**src/rtl/ldpc_shift_scheduler_if.sv**
```systemverilog
// ldpc_shift_scheduler_if
//   Bundles the controller handshake, the entry-ROM read port, the barrel
//   shifter control port and the row/col tag stream of the shift scheduler.
//   slave  : the scheduler side (config and ROM data in, control out)
//   master : the surrounding logic (controller, ROM, shifter, consumer)
interface ldpc_shift_scheduler_if #(
    parameter int SHIFT_BITS = 9,
    parameter int ROW_BITS   = 6,
    parameter int COL_BITS   = 7,
    parameter int ENT_BITS   = 10
);
    logic                                   start;
    logic [SHIFT_BITS-1:0]                  z_size;
    logic [ENT_BITS-1:0]                    num_entries;
    logic                                   dir_cfg;
    logic                                   busy;
    logic                                   done;
    logic                                   cfg_err;
    logic                                   ent_rd_en;
    logic [ENT_BITS-1:0]                    ent_rd_addr;
    logic [ROW_BITS+COL_BITS+SHIFT_BITS-1:0] ent_rd_data;
    logic                                   cons_ready;
    logic                                   bs_enable;
    logic [SHIFT_BITS-1:0]                  bs_shift_amount;
    logic [SHIFT_BITS-1:0]                  bs_vector_size;
    logic                                   bs_shift_dir;
    logic                                   bs_issue;
    logic                                   tag_valid;
    logic [ROW_BITS-1:0]                    tag_row;
    logic [COL_BITS-1:0]                    tag_col;
    logic                                   tag_last;

    modport slave (
        input  start, z_size, num_entries, dir_cfg, ent_rd_data, cons_ready,
        output busy, done, cfg_err, ent_rd_en, ent_rd_addr,
               bs_enable, bs_shift_amount, bs_vector_size, bs_shift_dir, bs_issue,
               tag_valid, tag_row, tag_col, tag_last
    );

    modport master (
        output start, z_size, num_entries, dir_cfg, ent_rd_data, cons_ready,
        input  busy, done, cfg_err, ent_rd_en, ent_rd_addr,
               bs_enable, bs_shift_amount, bs_vector_size, bs_shift_dir, bs_issue,
               tag_valid, tag_row, tag_col, tag_last
    );
endinterface

```
**src/rtl/ldpc_shift_scheduler.sv**
```systemverilog
// ldpc_shift_scheduler
//   Walks the base-graph entry list, reduces each raw shift V to V mod Z with
//   a restoring remainder loop and issues one shift per entry to the barrel
//   shifter. A row/col/last tag rides a delay line matched to the shifter
//   latency so the consumer knows which block each shifted vector is.
//   Ports: clk, rst_n (async, active low), bus (slave modport): start/config
//   in, busy/done/cfg_err out, entry ROM read port, shifter control, tag out.
module ldpc_shift_scheduler #(
    parameter int SHIFT_BITS = 9,
    parameter int Z_MAX      = 384,
    parameter int ROW_BITS   = 6,
    parameter int COL_BITS   = 7,
    parameter int ENT_BITS   = 10,
    parameter int BS_LAT     = 3
) (
    input logic                    clk,
    input logic                    rst_n,
    ldpc_shift_scheduler_if.slave  bus
);
    localparam int KW    = $clog2(SHIFT_BITS);
    localparam int WW    = 2 * SHIFT_BITS;
    localparam int TAG_W = ROW_BITS + COL_BITS + 2;
    localparam int DW    = $clog2(BS_LAT + 1);
    localparam logic [SHIFT_BITS-1:0] ZMAX_V = SHIFT_BITS'(Z_MAX);

    typedef enum logic [2:0] {
        S_IDLE, S_FETCH, S_WAIT, S_REDUCE, S_ISSUE, S_DRAIN, S_DONE
    } state_e;

    state_e                 state_q, state_d;
    logic [SHIFT_BITS-1:0]  z_q, z_d, rem_q, rem_d;
    logic [ENT_BITS-1:0]    num_q, num_d, cnt_q, cnt_d;
    logic [ROW_BITS-1:0]    row_q, row_d;
    logic [COL_BITS-1:0]    col_q, col_d;
    logic [KW-1:0]          k_q, k_d;
    logic [DW-1:0]          drn_q, drn_d;
    logic                   dir_q, dir_d, err_q, err_d, en_q, en_d;
    logic [BS_LAT-1:0][TAG_W-1:0] tag_q, tag_d;

    logic                   rd_en, issue, last_ent, bs_en, cfg_bad;
    logic [WW-1:0]          zk;
    logic [SHIFT_BITS-1:0]  rem_sub;

    assign last_ent = (cnt_q == num_q - ENT_BITS'(1));
    assign cfg_bad  = (bus.z_size == '0) || (bus.z_size > ZMAX_V) || (bus.num_entries == '0);

    // en_q remembers that this pass has issued at least once; from then on the
    // shifter runs every cycle (bubbles included) until DRAIN exits.
    assign bs_en = (state_q == S_ISSUE) ||
                   (en_q && (state_q inside {S_FETCH, S_WAIT, S_REDUCE, S_DRAIN}));

    always_comb begin
        state_d = state_q;
        z_d     = z_q;
        num_d   = num_q;
        dir_d   = dir_q;
        err_d   = err_q;
        cnt_d   = cnt_q;
        row_d   = row_q;
        col_d   = col_q;
        rem_d   = rem_q;
        k_d     = k_q;
        en_d    = en_q;
        drn_d   = drn_q;
        rd_en   = 1'b0;
        issue   = 1'b0;
        // One restoring step: take Z<<k off the remainder if it fits.
        zk      = WW'(z_q) << k_q;
        rem_sub = (zk <= WW'(rem_q)) ? rem_q - zk[SHIFT_BITS-1:0] : rem_q;
        unique case (state_q)
            S_IDLE: begin
                if (bus.start) begin
                    en_d = 1'b0;
                    if (cfg_bad) begin
                        err_d   = 1'b1;
                        state_d = S_DONE;
                    end else begin
                        z_d     = bus.z_size;
                        num_d   = bus.num_entries;
                        dir_d   = bus.dir_cfg;
                        err_d   = 1'b0;
                        cnt_d   = '0;
                        state_d = S_FETCH;
                    end
                end
            end
            S_FETCH: begin
                rd_en   = 1'b1;
                state_d = S_WAIT;
            end
            S_WAIT: begin
                {row_d, col_d, rem_d} = bus.ent_rd_data;
                k_d     = KW'(SHIFT_BITS - 1);
                state_d = S_REDUCE;
            end
            S_REDUCE: begin
                // Leave as soon as the remainder is below Z, checking the
                // post-subtract value so the worst case stays SHIFT_BITS cycles.
                if (rem_q < z_q) begin
                    state_d = S_ISSUE;
                end else begin
                    rem_d = rem_sub;
                    k_d   = k_q - KW'(1);
                    if (rem_sub < z_q) state_d = S_ISSUE;
                end
            end
            S_ISSUE: begin
                en_d = 1'b1;
                if (bus.cons_ready) begin
                    issue = 1'b1;
                    if (last_ent) begin
                        drn_d   = DW'(BS_LAT - 1);
                        state_d = S_DRAIN;
                    end else begin
                        cnt_d   = cnt_q + ENT_BITS'(1);
                        state_d = S_FETCH;
                    end
                end
            end
            S_DRAIN: begin
                if (drn_q == '0) state_d = S_DONE;
                else             drn_d   = drn_q - DW'(1);
            end
            S_DONE: begin
                en_d    = 1'b0;
                state_d = S_IDLE;
            end
            default: state_d = S_IDLE;
        endcase
    end

    // Tag delay line; advances in lock-step with the shifter pipe.
    always_comb begin
        tag_d = tag_q;
        if (bs_en) begin
            tag_d[0] = issue ? {1'b1, row_q, col_q, last_ent} : '0;
            for (int i = 1; i < BS_LAT; i++) tag_d[i] = tag_q[i-1];
        end
    end

    always_ff @(posedge clk or negedge rst_n) begin
        if (!rst_n) begin
            state_q <= S_IDLE;
            z_q     <= '0;
            num_q   <= '0;
            dir_q   <= 1'b0;
            err_q   <= 1'b0;
            cnt_q   <= '0;
            row_q   <= '0;
            col_q   <= '0;
            rem_q   <= '0;
            k_q     <= '0;
            en_q    <= 1'b0;
            drn_q   <= '0;
            tag_q   <= '0;
        end else begin
            state_q <= state_d;
            z_q     <= z_d;
            num_q   <= num_d;
            dir_q   <= dir_d;
            err_q   <= err_d;
            cnt_q   <= cnt_d;
            row_q   <= row_d;
            col_q   <= col_d;
            rem_q   <= rem_d;
            k_q     <= k_d;
            en_q    <= en_d;
            drn_q   <= drn_d;
            tag_q   <= tag_d;
        end
    end

    assign bus.busy            = (state_q != S_IDLE);
    assign bus.done            = (state_q == S_DONE);
    assign bus.cfg_err         = err_q;
    assign bus.ent_rd_en       = rd_en;
    assign bus.ent_rd_addr     = rd_en ? cnt_q : '0;
    assign bus.bs_enable       = bs_en;
    assign bus.bs_shift_amount = (state_q == S_ISSUE) ? rem_q : '0;
    assign bus.bs_vector_size  = z_q;
    assign bus.bs_shift_dir    = dir_q;
    assign bus.bs_issue        = issue;
    assign {bus.tag_valid, bus.tag_row, bus.tag_col, bus.tag_last} = tag_q[BS_LAT-1];
endmodule

```
**src/flat_wrapper.sv**
```systemverilog
// flat-port wrapper written by rule: the top's interface ports become plain ports
module ldpc_shift_scheduler_flat 
#(
    parameter int SHIFT_BITS = 9,
    parameter int Z_MAX      = 384,
    parameter int ROW_BITS   = 6,
    parameter int COL_BITS   = 7,
    parameter int ENT_BITS   = 10,
    parameter int BS_LAT     = 3
)
  (clk, rst_n, bus_start, bus_z_size, bus_num_entries, bus_dir_cfg, bus_ent_rd_data, bus_cons_ready, bus_busy, bus_done, bus_cfg_err, bus_ent_rd_en, bus_ent_rd_addr, bus_bs_enable, bus_bs_shift_amount, bus_bs_vector_size, bus_bs_shift_dir, bus_bs_issue, bus_tag_valid, bus_tag_row, bus_tag_col, bus_tag_last);
  ldpc_shift_scheduler_if #(.SHIFT_BITS(SHIFT_BITS), .ROW_BITS(ROW_BITS), .COL_BITS(COL_BITS), .ENT_BITS(ENT_BITS)) bus_i ();
  input logic clk;
  input logic rst_n;
  input wire logic [$bits(bus_i.start)-1:0] bus_start;
  input wire logic [$bits(bus_i.z_size)-1:0] bus_z_size;
  input wire logic [$bits(bus_i.num_entries)-1:0] bus_num_entries;
  input wire logic [$bits(bus_i.dir_cfg)-1:0] bus_dir_cfg;
  input wire logic [$bits(bus_i.ent_rd_data)-1:0] bus_ent_rd_data;
  input wire logic [$bits(bus_i.cons_ready)-1:0] bus_cons_ready;
  output wire logic [$bits(bus_i.busy)-1:0] bus_busy;
  output wire logic [$bits(bus_i.done)-1:0] bus_done;
  output wire logic [$bits(bus_i.cfg_err)-1:0] bus_cfg_err;
  output wire logic [$bits(bus_i.ent_rd_en)-1:0] bus_ent_rd_en;
  output wire logic [$bits(bus_i.ent_rd_addr)-1:0] bus_ent_rd_addr;
  output wire logic [$bits(bus_i.bs_enable)-1:0] bus_bs_enable;
  output wire logic [$bits(bus_i.bs_shift_amount)-1:0] bus_bs_shift_amount;
  output wire logic [$bits(bus_i.bs_vector_size)-1:0] bus_bs_vector_size;
  output wire logic [$bits(bus_i.bs_shift_dir)-1:0] bus_bs_shift_dir;
  output wire logic [$bits(bus_i.bs_issue)-1:0] bus_bs_issue;
  output wire logic [$bits(bus_i.tag_valid)-1:0] bus_tag_valid;
  output wire logic [$bits(bus_i.tag_row)-1:0] bus_tag_row;
  output wire logic [$bits(bus_i.tag_col)-1:0] bus_tag_col;
  output wire logic [$bits(bus_i.tag_last)-1:0] bus_tag_last;
  assign bus_i.start = bus_start;
  assign bus_i.z_size = bus_z_size;
  assign bus_i.num_entries = bus_num_entries;
  assign bus_i.dir_cfg = bus_dir_cfg;
  assign bus_i.ent_rd_data = bus_ent_rd_data;
  assign bus_i.cons_ready = bus_cons_ready;
  assign bus_busy = bus_i.busy;
  assign bus_done = bus_i.done;
  assign bus_cfg_err = bus_i.cfg_err;
  assign bus_ent_rd_en = bus_i.ent_rd_en;
  assign bus_ent_rd_addr = bus_i.ent_rd_addr;
  assign bus_bs_enable = bus_i.bs_enable;
  assign bus_bs_shift_amount = bus_i.bs_shift_amount;
  assign bus_bs_vector_size = bus_i.bs_vector_size;
  assign bus_bs_shift_dir = bus_i.bs_shift_dir;
  assign bus_bs_issue = bus_i.bs_issue;
  assign bus_tag_valid = bus_i.tag_valid;
  assign bus_tag_row = bus_i.tag_row;
  assign bus_tag_col = bus_i.tag_col;
  assign bus_tag_last = bus_i.tag_last;
  ldpc_shift_scheduler #(.SHIFT_BITS(SHIFT_BITS), .Z_MAX(Z_MAX), .ROW_BITS(ROW_BITS), .COL_BITS(COL_BITS), .ENT_BITS(ENT_BITS), .BS_LAT(BS_LAT)) u_core (.clk(clk), .rst_n(rst_n), .bus(bus_i));
endmodule
```
**config.mk**
```make
export PLATFORM = sky130hd
export DESIGN_NAME = ldpc_shift_scheduler_flat
export DESIGN_NICKNAME = d
export VERILOG_FILES = /design/src/rtl/ldpc_shift_scheduler_if.sv /design/src/rtl/ldpc_shift_scheduler.sv /design/src/flat_wrapper.sv
export SDC_FILE = /design/constraint.sdc
export NUM_CORES = 1
export LEC_CHECK = 0
export ABC_AREA = 1
export BUFFER_PORTS_ARGS = -buffer_cell sky130_fd_sc_hd__buf_2
export CORE_MARGIN = 5
export CORE_UTILIZATION = 50
export CTS_BUF_LIST = sky130_fd_sc_hd__clkbuf_8
export CTS_CLUSTER_SIZE = 14
export DETAILED_ROUTE_END_ITERATION = 12
export PLACE_DENSITY_LB_ADDON = 0.15
export SLEW_MARGIN = 0
export SYNTH_ARGS = -nofsm -noshare
export SYNTH_HDL_FRONTEND = slang
export SYNTH_SLANG_ARGS = --single-unit
```
**constraint.sdc**
```tcl
create_clock -name clk -period 5.1 [get_ports clk]
set_clock_uncertainty 0.2 [all_clocks]
set_input_delay 0.255 -clock clk [delete_from_list [all_inputs] [get_ports clk]]
set_output_delay 0.255 -clock clk [all_outputs]
set_load 0.03 [all_outputs]
```
==> results list, run 1 <==
- Final hold slack: 0.03627 ns
- Portion of total power attributed to sequential cells: 32.8%
- Longest individual stage delay on the worst path: 0.53 ns
* Routed wirelength normalized by instance count: 14.21 um
- Ratio of routed vias to standard cells: 5.002
- The clock network is responsible for 11.8% of the overall power.
- Vias in the first global route: 5636
* H-tree depth: 3
* Run status: complete, no violations
* Total power per unit cell area: 602.7 nW/um^2
- The detail route stage leaves a number of antenna-violating nets equal to 0.
- Hold crit path type: in -> reg
* Layout overhead on the synthesized area: 16.75%
- Dividing the final minimum period by the clock period gives 84.43%.
- In this run, synthesis inferred 0 flip-flops with an integrated enable.
- In this run, the combinational gates consume 55.4% of the power.
* Prevailing post-synth register cell: sky130_fd_sc_hd__dfrtp_1
* Worst setup startpoint: u_core.k_q[1]
* Setup_tns: 0 ns
- Following the worst setup path forward leads to its endpoint at u_core.state_q[2].
- Synth Net Count: 922
* CTS Buffer Depth: 2
* Complex-gate fraction of the synthesized area: 11.98%
- During I/O placement, the number of pins put on the boundary was 96.
- Clock-pin slew was measured on the worst setup and hold paths at 0.11 ns.
- Of the total synthesized cell area, the portion taken by AND, OR, NAND and NOR gates is 22.34%.
- Synthesis produced 838 cells.
* LEAKAGE: 3.875 nW
* 1st-iter DRT viols: 482
* Share of Yosys cell area claimed by the top area cell type: 40.93%
* Latest clock arrival within the worst-skew pair: 0.39 ns
- The number of antenna violations at the first check in global routing was 0.
- Synth Area in Adders: 7.315%
* Yosys reg bits: 108
- Net switching is 49.44% of the power.
* Critical path fanouts, max: 17
- The number of buffers and inverters on the critical path is 3.
- Derived from the worst setup path, the maximum achievable clock frequency is 232.2 MHz.
- Effective utilization at floorplan: 50.46%
- Family of cells with the greatest summed delay on the critical path: simple AND/OR/NAND/NOR gates
- Top cells by count, synth: sky130_fd_sc_hd__nand2_1 (174), sky130_fd_sc_hd__inv_1 (119), sky130_fd_sc_hd__dfrtp_1 (108)
- TritonCTS built the clock tree.
- Among all stages on the critical path, the largest delay is contributed by sky130_fd_sc_hd__dfrtp_1.
- STA puts the critical path data arrival time at 4.43 ns.
- The most numerous cell type found on the critical path is sky130_fd_sc_hd__nand2_1.
* Global-route wire length before repair: 27460 um
- Measured against the total synthesized area, the mux share comes to 2.388%.
- Once layout is done, the placed cells without fillers occupy 7709 um^2.
- The critical path in this run is classified as reg -> reg.
- Cells with a size suffix above 1 make up 16.88% of the layout.
- The die is 124.9 um wide.
- Most common cell in the synthesized netlist: sky130_fd_sc_hd__nand2_1
- 0 antenna diodes ended up in the layout.
- Number of I/O port buffers: 95
- Setup violators final: 0
- Detailed placement finished with a half-perimeter wire length of 11790 um.
- Power Total: 0.004646 W
- A synthesized cell averages 7.879 um^2.
- The Yosys step of the flow raised 0 warnings.
* Total via count after detailed routing: 5652
- Worst reg2reg startpoint: u_core.k_q[1]
- Of all cell types, the one taking the most synthesized area is sky130_fd_sc_hd__dfrtp_1.
- Wires add up to 16060 um.
* Count of max-cap constraint violations: 0
- After synthesis, the largest family of logic cells by area is simple AND/OR/NAND/NOR gates.
- The worst register-to-register path ends at u_core.state_q[2].
- Fin. max-slew vios: 0
- Total grt overflow: 0
* Routability congestion estimate: 0.8864
- Sink Count: 108
* # rows: 42
* Number of buffers created by CTS: 9
- Counting buffers and inverters, the worst setup path is 22 cells deep.
* Die Height: 124.9 um
- Setup repair after global routing left no endpoint under its margin.
* Hold Path Cell Cnt: 5
- Xor and xnor area share after synthesis: 4.093%
- Total of cells resized after clock tree synthesis: 0
* Time the worst path needs with I/O delays and setup: 4.306 ns
* Number of nets in the final layout: 1033
- At the pin with the least slew margin, the transition time is 1.133 ns.
- Ranked by total cell area, the synthesized netlist is headed by sky130_fd_sc_hd__dfrtp_1 (41%), sky130_fd_sc_hd__nand2_1 (9.9%), sky130_fd_sc_hd__ha_1 (7.0%).
- The worst setup path is captured at a flip-flop.
- Global routing used 21.29% of the available tracks.
- Ordered list of cells on the worst path: inv_1 -> nand3_1 -> nand3_1 -> nand2_1 -> inv_1 -> nor2_1 -> ha_1 -> inv_2 -> nor3_1 -> nand4_1 -> a21oi_2 -> nand2_4 -> o21a_1 -> ha_1 -> a21oi_1 -> nor2_1 -> a211oi_1 -> o221a_2 -> nand2_1 -> nand2_1 -> nand3_1 -> nand2_1
- Total standard cell area after synthesis: 6603 um^2
- Cell area reported after detailed placement: 7081 um^2
* Largest net degree at the start of global routing: 76
* VDD IR max: 289.3 uV
- Final Instance Count excl. Fillers: 1130
- The die covers 15600 um^2.
- For this run, asynchronously set or reset flops after synthesis account for 100.0%.
- For the worst setup path, the data required time is 5.23 ns.
- Number of distinct standard cells referenced by the synthesized netlist: 50
- The core region is 13090 um^2.
- Length of the first detailed-routing pass in iterations: 5
* CP Launch Type: flip-flop
* Worst R2R Setup Slack: 0.79 ns
* Cells on worst reg2reg path: 22
* Worst-case headroom to the max-slew limit: 24.36%
- DRC violation count after routing: 0
* Psw: 0.002297 W
* Internal power consumption: 0.002349 W
- The final number of hold-violating endpoints was 0.
* Sequential element share of the synthesized area: 40.93%
- Including well taps, the total number of placed cells is 1072.
- Clock root buffer: sky130_fd_sc_hd__clkbuf_8
worst reg2reg max path: cells and delay by family, from the launching register on:
kind,cells,cell delay [ns]
AND/OR/NAND/NOR,12,1.35
AO/OA/AOI/OAI,5,0.99
adder cells (fa/ha/maj),2,0.71
flip-flops,1,0.53
buffers and inverters,3,0.48
worst min-delay path by stage:
stage,from,end,slack (ns)
6_report,bus_ent_rd_data[0],u_core.rem_q[0],0.04
4_1_cts,bus_ent_rd_data[0],u_core.rem_q[0],0.005
3_5_place_dp,rst_n,u_core.cnt_q[5],0.25
2_1_floorplan,rst_n,u_core.bus.bs_shift_dir,-0.24
5_1_grt,bus_ent_rd_data[0],u_core.rem_q[0],0.04
3_3_place_gp,rst_n,u_core.cnt_q[5],0.25
layer usage:
layer  vias up  share of wire [%]  track usage, %  routed length (um)
li1       2891                  -               -                   -
met1      2594                 49           30.57                7815
met2       149                 45           33.91                7249
met3        18                4.6           3.516                 746
met4         0                1.5           5.357                 248
met5         -                  0               0                   0
what timing repair did:
action | in CTS | in global routing
endpoints found under the hold margin | 115 | 0
buffers inserted | 0 | 0
hold buffers | 42 | 0
power by group through the flow:
| stage | registers (W) | logic (W) | clock network (W) |
|---|---|---|---|
| detailed placement | 0.00154 | 0.00255 | 0 |
| global route | 0.00157 | 0.00292 | 0.000593 |
| CTS | 0.00152 | 0.00259 | 0.000561 |
| finish | 0.00152 | 0.00258 | 0.000547 |
| floorplan | 0.00152 | 0.00200 | 0 |
| global placement | 0.00153 | 0.00253 | 0 |
through the flow:
step	utilization (%)	worst slack (ns)
floorplan	-	1.260
global placement	54.11	0.9176
detailed placement	54.11	0.8327
CTS	58.91	0.8407
global route	58.91	0.3817
finish	58.91	0.7942
registers in the layout (all words and copies together), names as in the netlist, 6 cells and up:
register,cells
u_core.tag_q,30
u_core.bus.tag_col,7
u_core.rem_q,9
u_core.bus.tag_row,6
u_core.cnt_q,10
u_core.bus.bs_vector_size,9
u_core.num_q,10
u_core.col_q,7
u_core.row_q,6
cells by family (layout without fill, tap and decap cells):
| logic type | Yosys count | count (layout) |
|---|---|---|
| compound gates | 136 | 136 |
| xor+xnor | 30 | 30 |
| fa+ha+maj | 38 | 38 |
| buf+inv | 165 | 281 |
| flops | 108 | 108 |
| mux | 14 | 14 |
| simple gates | 347 | 347 |
final cells by class:
type                    instances  area [um^2]
flip-flops and latches        108         2703
repair buffers                141        928.4
inverters                     124        470.5
clock inverters                 6        70.07
multi-input cells             565         3179
fillers                      1238         5376
well taps                     176        220.2
clock buffers                  10        137.6
layout by cell type (no fill, tap or decap), drive strengths merged, types with 2 or more instances in the layout:
| cell | netlist | final |
|---|---|---|
| o211ai | 2 | 2 |
| nor3 | 16 | 16 |
| clkbuf | 13 | 10 |
| xor2 | 25 | 25 |
| nor4 | 4 | 4 |
| o31ai | 3 | 3 |
| mux2 | 14 | 14 |
| inv | 122 | 124 |
| a31oi | 7 | 7 |
| buf | 28 | 99 |
| o22ai | 8 | 8 |
| o21ai | 63 | 63 |
| o21a | 5 | 5 |
| clkinvlp | 0 | 2 |
| dlygate4sd3 | 0 | 42 |
| xnor2 | 5 | 5 |
| dfrtp | 108 | 108 |
| ha | 37 | 37 |
| nand3 | 45 | 45 |
| nor2 | 93 | 93 |
| nand4 | 8 | 8 |
| clkinv | 2 | 4 |
| nand2 | 179 | 179 |
| a21oi | 40 | 40 |
Power figures use the tool's default switching activity.
==> run 2, diff against run 1 <==
--- a/config.mk
+++ b/config.mk
@@ -5,7 +5,7 @@
 export SDC_FILE = /design/constraint.sdc
 export NUM_CORES = 1
 export LEC_CHECK = 0
-export ABC_AREA = 1
+export ABC_AREA = 0
 export BUFFER_PORTS_ARGS = -buffer_cell sky130_fd_sc_hd__buf_2
 export CORE_MARGIN = 5
 export CORE_UTILIZATION = 50
==> constraint.sdc (replaced) <==
create_clock -name clk -period 4.1 [get_ports clk]
set_clock_uncertainty 0.2 [all_clocks]
set_input_delay 0.205 -clock clk [delete_from_list [all_inputs] [get_ports clk]]
set_output_delay 0.205 -clock clk [all_outputs]
set_load 0.03 [all_outputs]
==> results list, run 2 <==
- CP Launch Type: flip-flop
* Layout overhead on the synthesized area: 33.07%
- Vias in the first global route: 6297
- Highest clock frequency the design can meet: 202.3 MHz
* Area leader, netlist: sky130_fd_sc_hd__dfrtp_1
- By area the synthesized netlist is led by sky130_fd_sc_hd__dfrtp_1 (41%), sky130_fd_sc_hd__nand2_1 (7.2%), sky130_fd_sc_hd__ha_1 (7.0%).
- Worst EP arrival: 4.99 ns
- Ratio of routed vias to standard cells: 5.513
- Yosys mapped a number of flops with a built-in enable equal to 0.
* Commonest non-fill, non-tap cell in the layout: sky130_fd_sc_hd__nand2_1
- Total via count after detailed routing: 6097
- Effective utilization at floorplan: 50.46%
* Routed wirelength normalized by instance count: 16.78 um
- LEAKAGE: 4.478 nW
- More flip-flops sit in one register than any other, and that register is u_core.tag_q.
- The commonest cells after synthesis are sky130_fd_sc_hd__nand2_1 (127), sky130_fd_sc_hd__dfrtp_1 (108), sky130_fd_sc_hd__inv_1 (44).
- Entering global routing, the biggest net connects 47 pins.
* Total I/O pin count: 96
* Die Footprint: 15600 um^2
* DRC violation count after routing: 0
* Total of warnings raised by yosys: 0
- In the global route stage, overall resource usage came out at 23.67%.
- Routed WL: 18560 um
* Total standard cell area after synthesis: 6603 um^2
- Setup repair after global routing could not meet its margin everywhere.
* Number of nets in the final layout: 1009
* Number of fill cells in the layout: 1072
- The first global-routing pass estimated 30840 um of wire.
* Routability congestion estimate: 0.9074
- In this run the deepest clock path goes through 2 buffers.
- Setup violators final: 4
* Fraction of synthesis flops using an asynchronous set or reset pin: 100.0%
- Transition time at the pin with the least slew margin: 0.8032 ns
- The tree built by TritonCTS fans out to 108 sinks.
- Number of distinct standard cells referenced by the synthesized netlist: 71
- The worst register-to-register path has a setup slack of -0.84 ns.
- Worst setup margin: -0.8421 ns
- Share of layout cells above drive strength 1: 32.37%
* Capturing element type of the critical path: flip-flop
- H-tree depth: 3
* Die span in x: 124.9 um
* Cell with the largest stage delay on the worst path: sky130_fd_sc_hd__mux4_2
* Endpoint of the lowest-slack register-to-register path: u_core.state_q[0]
- The tool flagged a number of max-cap violations equal to 0.
* Fin. Hold Viols: 0
* Critical path fanouts, max: 5
* 1st-iter DRT viols: 367
- Row generation in the floorplan step produced 42 rows.
* Prevailing post-synth register cell: sky130_fd_sc_hd__dfrtp_1
- Sequential cells were found to cover 40.93% of the synthesized design area.
- Kind of critical path: reg -> reg
- Largest registers: u_core.tag_q (30), u_core.cnt_q (10), u_core.num_q (10)
* Final core area utilization: 67.14%
* Number of antenna violations at the first check in global routing: 0
* Ordered list of cells on the worst path: buf_4 -> mux4_2 -> o21ai_1 -> inv_1 -> ha_1 -> nand4_1 -> buf_4 -> nor2_4 -> a21oi_2 -> o41ai_2 -> o311a_1 -> nand2_4 -> mux2_4 -> ha_4 -> a21o_1 -> a21o_1 -> a21o_1 -> a2111oi_4 -> o21ai_2 -> o211a_1 -> o31ai_4 -> o211ai_1
- Headroom to the max-slew limit came out at 46.04%.
* Setup_tns: -3.018 ns
- Share of the cycle needed by the critical path after routing: 120.5%
* CTS tree: done
- The die is 124.9 um tall.
- Longest individual stage delay on the worst path: 0.52 ns
- Number of nets with antenna violations after routing: 0
* Half-perimeter wire length of the detailed placement result: 13610 um
- Averaged over all synthesized cells, the footprint is 9.247 um^2.
- The run finished, with violations left.
- In this design, the critical path's most frequently occurring cell is sky130_fd_sc_hd__a21o_1.
- Number of I/O port buffers: 95
- Most common cell in the synthesized netlist: sky130_fd_sc_hd__nand2_1
- The tree is rooted in a sky130_fd_sc_hd__clkbuf_8.
* Share of Yosys cell area claimed by the top area cell type: 40.93%
* Latest clock arrival within the worst-skew pair: 0.37 ns
- Counting instances, the worst hold path has a depth of 3.
- Counting cells, the worst reg-to-reg path comes to 22.
- CTS clock-pin slew for the worst setup and hold paths: 0.12 ns
- Synthesis handed over a netlist of 714 instances.
- Across the VDD grid, the largest voltage drop is 364.0 uV.
- In this run the most critical hold path is launched from bus_cons_ready.
- The number of antenna diodes in the final layout is 0.
- Number of buffers created by CTS: 9
* Length of the first detailed-routing pass in iterations: 4
* Required time of the critical path: 4.15 ns
- The number of nets handed over by synthesis was 798.
- The worst register-to-register path begins at u_core.k_q[0].
* Yosys reg bits: 108
- The register with the most flip-flops in the layout has 30 of them.
* Hold crit path type: in -> reg
- For this design the ratio of total power to cell area is 820.9 nW/um^2.
- The path with the worst hold slack has its endpoint at u_core.tag_q[0].
- Counting I/O delays and the setup requirement, the final critical path takes 4.942 ns.
* Worst setup startpoint: u_core.k_q[0]
- Total grt overflow: 0
- Power comes to 0.007213 W.
- The final number of max-transition violations is 0.
- Core Box Area: 13090 um^2
- The top cell types in the final layout, fill and taps aside, are sky130_fd_sc_hd__nand2_1 (127), sky130_fd_sc_hd__buf_4 (101), sky130_fd_sc_hd__dfrtp_1 (100).
- Violations in the final reports: setup timing
[run 2: cell types whose count changed in the layout (fill, tap and decap cells not counted), moves of 11 or more]
cell	change
sky130_fd_sc_hd__nand2_1	-46
sky130_fd_sc_hd__inv_1	-76
sky130_fd_sc_hd__a21oi_1	-17
sky130_fd_sc_hd__mux2_1	+13
sky130_fd_sc_hd__and2_1	+11
sky130_fd_sc_hd__buf_4	+96
sky130_fd_sc_hd__nor2_1	-52
sky130_fd_sc_hd__nand3_1	-27
sky130_fd_sc_hd__xor2_1	-16
sky130_fd_sc_hd__o21ai_0	-34
sky130_fd_sc_hd__a22o_1	+14
[run 2: layout make-up]
| class | count | area [um^2] | share of cell area, % |
|---|---|---|---|
| multi-input combinational | 514 | 3696 | 42.07 |
| sequential | 108 | 2713 | 30.87 |
| tap | 176 | 220.2 | 2.506 |
| clock buffer | 9 | 123.9 | 1.410 |
| clock inverter | 7 | 83.83 | 0.9541 |
| timing repair buffer | 247 | 1780 | 20.26 |
| inverter | 45 | 168.9 | 1.923 |
[run 2: routing by layer]
metal / share of wire (%) / wire length, um / GRT usage, % / vias to the layer above
li1: - / - / - / 2918
met1: 44 / 8076 / 30.07 / 3013
met2: 51 / 9472 / 42.05 / 140
met3: 3.3 / 612 / 3.216 / 26
met4: 2.2 / 402 / 7.270 / 0
met5: 0 / 0 / 0 / -
[run 2: kinds of logic (layout without fill, tap and decap cells)]
family                     count (synthesis)  after routing  share of synthesized area (%)
AOI/OAI and AO/OA                        149            149                          16.45
xor gates and xnor gates                  20             20                          2.653
adders and majority gates                 38             38                          7.315
buffers and inverters                     92            308                          6.140
DFF                                      108            108                          40.93
muxes                                     49             49                          8.414
and+or+nand+nor                          258            258                          18.10
[run 2: critical path: cells and delay by family (launching register included)]
kind	cells	cell delay [ns]
buffers and inverters	3	0.40
multiplexers	2	0.86
adder cells (fa/ha/maj)	2	0.51
flip-flops	1	0.42
AND/OR/NAND/NOR	3	0.41
AO/OA/AOI/OAI	12	2.02
[run 2: repair_timing]
action | 4_1_cts | 5_1_grt
endpoints found under the setup margin | 3 | 4
hold buffers | 41 | 0
endpoints found under the hold margin | 84 | 0
gates resized for setup | 13 | 19
setup buffers | 11 | 11
pin swaps | 9 | 10
[run 2: worst max-delay path by stage]
stage                     slack, ns                 to  cells past startpoint
after floorplan               -0.48  u_core.state_q[0]                     22
after global placement        -0.66  u_core.state_q[0]                     22
after detailed placement      -0.87  u_core.state_q[0]                     22
after CTS                     -0.73  u_core.state_q[0]                     24
after global routing          -1.03  u_core.state_q[0]                     25
final                         -0.84  u_core.state_q[0]                     22
[run 2: power by group]
part / switching (W) / internal, W
Sequential: 0.000354 / 0.00147
Combinational: 0.00247 / 0.00224
Clock: 0.000422 / 0.000251
[run 2: through the flow]
stage | cells | hold slack (ns) | worst slack (ns) | area [um^2]
floorplan | 714 | -0.2906 | -0.4772 | 6700
global placement | 1030 | 0.04797 | -0.6615 | 7884
detailed placement | 1030 | 0.05454 | -0.8744 | 7884
CTS | 1098 | 0.008600 | -0.7325 | 8663
global route | 1106 | 0.008311 | -1.034 | 8786
finish | 1106 | 0.008403 | -0.8421 | 8786
==> run 3, diff against run 2 <==
--- a/config.mk
+++ b/config.mk
@@ -8,7 +8,7 @@
 export ABC_AREA = 0
 export BUFFER_PORTS_ARGS = -buffer_cell sky130_fd_sc_hd__buf_2
 export CORE_MARGIN = 5
-export CORE_UTILIZATION = 50
+export CORE_UTILIZATION = 46
 export CTS_BUF_LIST = sky130_fd_sc_hd__clkbuf_8
 export CTS_CLUSTER_SIZE = 14
 export DETAILED_ROUTE_END_ITERATION = 12
==> results list, run 3 (synthesis gave the netlist of run 2 again) <==
- Run status: complete, but fails checks
* Violations in the final reports: setup timing
- Effective utilization at floorplan: 47.20%
* Crit path buffers/inverters: 5
- Endpoint of the lowest-slack register-to-register path: u_core.state_q[0]
* Largest registers: u_core.tag_q (30), u_core.cnt_q (10), u_core.num_q (10)
- The startpoint identified for the worst hold timing path is bus_ent_rd_data[0].
- The startpoint identified for the worst register-to-register timing path is u_core.k_q[0].
* Clock root buffer: sky130_fd_sc_hd__clkbuf_8
- Clock group share of total power: 8.9%
- In the routed layout, each cell is associated on average with a via count of 5.428.
- Routed wire length on met2: 8760 um
* Total power per unit cell area: 797.8 nW/um^2
- Routed WL: 18380 um
- More flip-flops sit in one register than any other, and that register is u_core.tag_q.
- Storage element area: 2714 um^2
* LEAKAGE: 4.409 nW
* H-tree depth: 3
* Die Height: 129.8 um
- Longest individual stage delay on the worst path: 0.48 ns
- Clock latency on the worst-skew pair, taken at its later pin, is 0.39 ns.
* DRC violation count after routing: 0
- Antenna diode count: 0
- Worst R2R Setup Slack: -0.75 ns
- Cell internal power was estimated by the tool at 0.003771 W.
* CTS clock-pin slew for the worst setup and hold paths: 0.11 ns
- Vias in the first global route: 6016
* Commonest non-fill, non-tap cell in the layout: sky130_fd_sc_hd__nand2_1
* Fin. Hold Viols: 0
- Die Footprint: 16850 um^2
- Number of I/O port buffers: 95
- Setup repair after global routing could not meet its margin everywhere.
* Routed wirelength normalized by instance count: 16.65 um
- Hold timing on the final database bottoms out at a slack of 0.04655 ns.
- The post-route netlist has 30.95% of its cells at a drive strength greater than 1.
* Cells on worst reg2reg path: 25
- The layout has 1196 filler cells.
- Worst setup margin: -0.7500 ns
* Number of antenna violations at the first check in global routing: 0
- Core Box Area: 13990 um^2
- The cell that appears most often on the critical path is sky130_fd_sc_hd__a21o_1.
- Of the total power, registers draw 26.8%.
- Cell with the largest stage delay on the worst path: sky130_fd_sc_hd__dfrtp_2
- Before CTS, the worst setup slack after placement is -0.7227 ns.
- Layout overhead on the synthesized area: 30.79%
* Footprint of the multi-input gates: 3654 um^2
- CTS tree: done
- Family of cells with the greatest summed delay on the critical path: compound AO/OA/AOI/OAI gates
- Sink Count: 108
- Transition time at the pin with the least slew margin: 0.7761 ns
- Met3 WL post-DR: 823 um
* Hold crit path type: in -> reg
- The detail route stage leaves a number of antenna-violating nets equal to 0.
* Psw: 0.003118 W
- Routability congestion estimate: 0.8927
- For hold timing, the worst endpoint is u_core.rem_q[0].
- Die span in x: 129.8 um
- Number of nets in the final layout: 1003
- Net Sw Frac: 45.26%
- Length of the first detailed-routing pass in iterations: 5
- In this run, CTS created clock tree buffers numbering 9.
* Length of routed wiring on met1: 8441 um
- Total grt overflow: 0
* Required time of the critical path: 4.16 ns
* Max reg flops: 30
* CTS Buffer Depth: 2
- After layout, the worst path uses 118.3% of the clock period.
- For this block, the initial DRC count from the detailed router was 367.
- Fin. max-slew vios: 0
* VDD IR max: 370.2 uV
- Relative contribution of combinational cells to total power: 64.3%
- Worst EP arrival: 4.91 ns
- Commonest non-fill, non-tap cells in the layout: sky130_fd_sc_hd__nand2_1 (127), sky130_fd_sc_hd__dfrtp_1 (99), sky130_fd_sc_hd__buf_4 (98)
* Time the worst path needs with I/O delays and setup: 4.850 ns
* Highest clock frequency the design can meet: 206.2 MHz
- Worst-case headroom to the max-slew limit: 48.26%
* CP Launch Type: flip-flop
* Setup violators final: 3
- Counting instances, the worst hold path has a depth of 3.
* Kind of critical path: reg -> reg
- Global-route wire length before repair: 30190 um
- Across all layers, the routed design uses 5993 vias.
* Critical path fanouts, max: 6
- GRT Resource Usage Total: 22.56%
- Total I/O pin count: 96
- STA classifies the critical path endpoint as a flip-flop.
* Count of max-cap constraint violations: 0
- Entering global routing, the biggest net connects 54 pins.
* Max Used Layer: met4
- # rows: 43
- Half-perimeter wire length of the detailed placement result: 13640 um
[run 3: final cells by class]
type	count	area share, %
Clock buffer	9	1.434
Tap cell	180	2.608
Multi-Input combinational cell	514	42.31
Timing Repair Buffer	241	19.65
Sequential cell	108	31.43
Inverter	45	1.999
Clock inverter	7	0.5795
[run 3: power by group through the flow]
stage               combinational (W)  clock, W  sequential (W)
CTS                           0.00434  0.000628         0.00184
finish                        0.00443  0.000615         0.00185
global route                  0.00484  0.000676         0.00191
detailed placement            0.00416         0         0.00186
global placement              0.00410         0         0.00185
floorplan                     0.00262         0         0.00188
[run 3: what timing repair did]
item | 4_1_cts | 5_1_grt
buffers inserted | 4 | 3
resized for setup | 12 | 6
pin swaps | 10 | 6
setup endpoints to repair | 3 | 3
hold buffers | 44 | 0
cloned | 0 | 1
hold endpoints to repair | 75 | 0
[run 3: worst max-delay path by stage]
stage / startpoint / to / cells past startpoint
floorplan: u_core.k_q[0] / u_core.state_q[0] / 22
global placement: u_core.k_q[0] / u_core.state_q[0] / 22
detailed placement: u_core.k_q[0] / u_core.state_q[0] / 22
CTS: u_core.k_q[0] / u_core.state_q[0] / 23
global route: u_core.k_q[0] / u_core.state_q[2] / 25
finish: u_core.k_q[0] / u_core.state_q[0] / 25
[run 3: metal layers]
| metal | GRT usage (%) | vias to the layer above |
|---|---|---|
| met3 | 3.397 | 31 |
| li1 | - | 2907 |
| met1 | 31.30 | 2908 |
| met2 | 36.76 | 147 |
| met5 | 0 | - |
| met4 | 6.785 | 0 |
[run 3: worst register-to-register path: stages (launching register included)]
cell	delay, ns
sky130_fd_sc_hd__dfrtp_2	0.48
sky130_fd_sc_hd__buf_6	0.14
sky130_fd_sc_hd__mux2_4	0.30
sky130_fd_sc_hd__o21a_1	0.18
sky130_fd_sc_hd__nor2_1	0.10
sky130_fd_sc_hd__a211o_1	0.16
sky130_fd_sc_hd__inv_2	0.06
sky130_fd_sc_hd__ha_4	0.27
sky130_fd_sc_hd__buf_6	0.09
sky130_fd_sc_hd__nand4_1	0.10
sky130_fd_sc_hd__buf_4	0.18
sky130_fd_sc_hd__nor2_4	0.11
sky130_fd_sc_hd__a21oi_2	0.07
sky130_fd_sc_hd__o41ai_2	0.05
sky130_fd_sc_hd__o311a_1	0.29
sky130_fd_sc_hd__nand2_4	0.09
sky130_fd_sc_hd__mux2i_2	0.21
sky130_fd_sc_hd__ha_1	0.27
sky130_fd_sc_hd__a21o_1	0.18
sky130_fd_sc_hd__a21o_1	0.14
sky130_fd_sc_hd__a21o_1	0.17
sky130_fd_sc_hd__a2111oi_4	0.30
sky130_fd_sc_hd__o21ai_2	0.11
sky130_fd_sc_hd__buf_4	0.15
sky130_fd_sc_hd__o31ai_4	0.21
sky130_fd_sc_hd__o211ai_1	0.12
[run 3: per-stage QoR]
stage	TNS [ns]	area, um^2	power, W	instances	utilization [%]
floorplan	-1.347	6700	0.004509	714	-
global placement	-1.773	7879	0.005944	1036	56.32
detailed placement	-2.107	7879	0.006023	1036	56.32
CTS	-2.092	8577	0.006810	1100	61.31
global route	-2.937	8636	0.007429	1104	61.74
finish	-2.183	8636	0.006889	1104	61.74
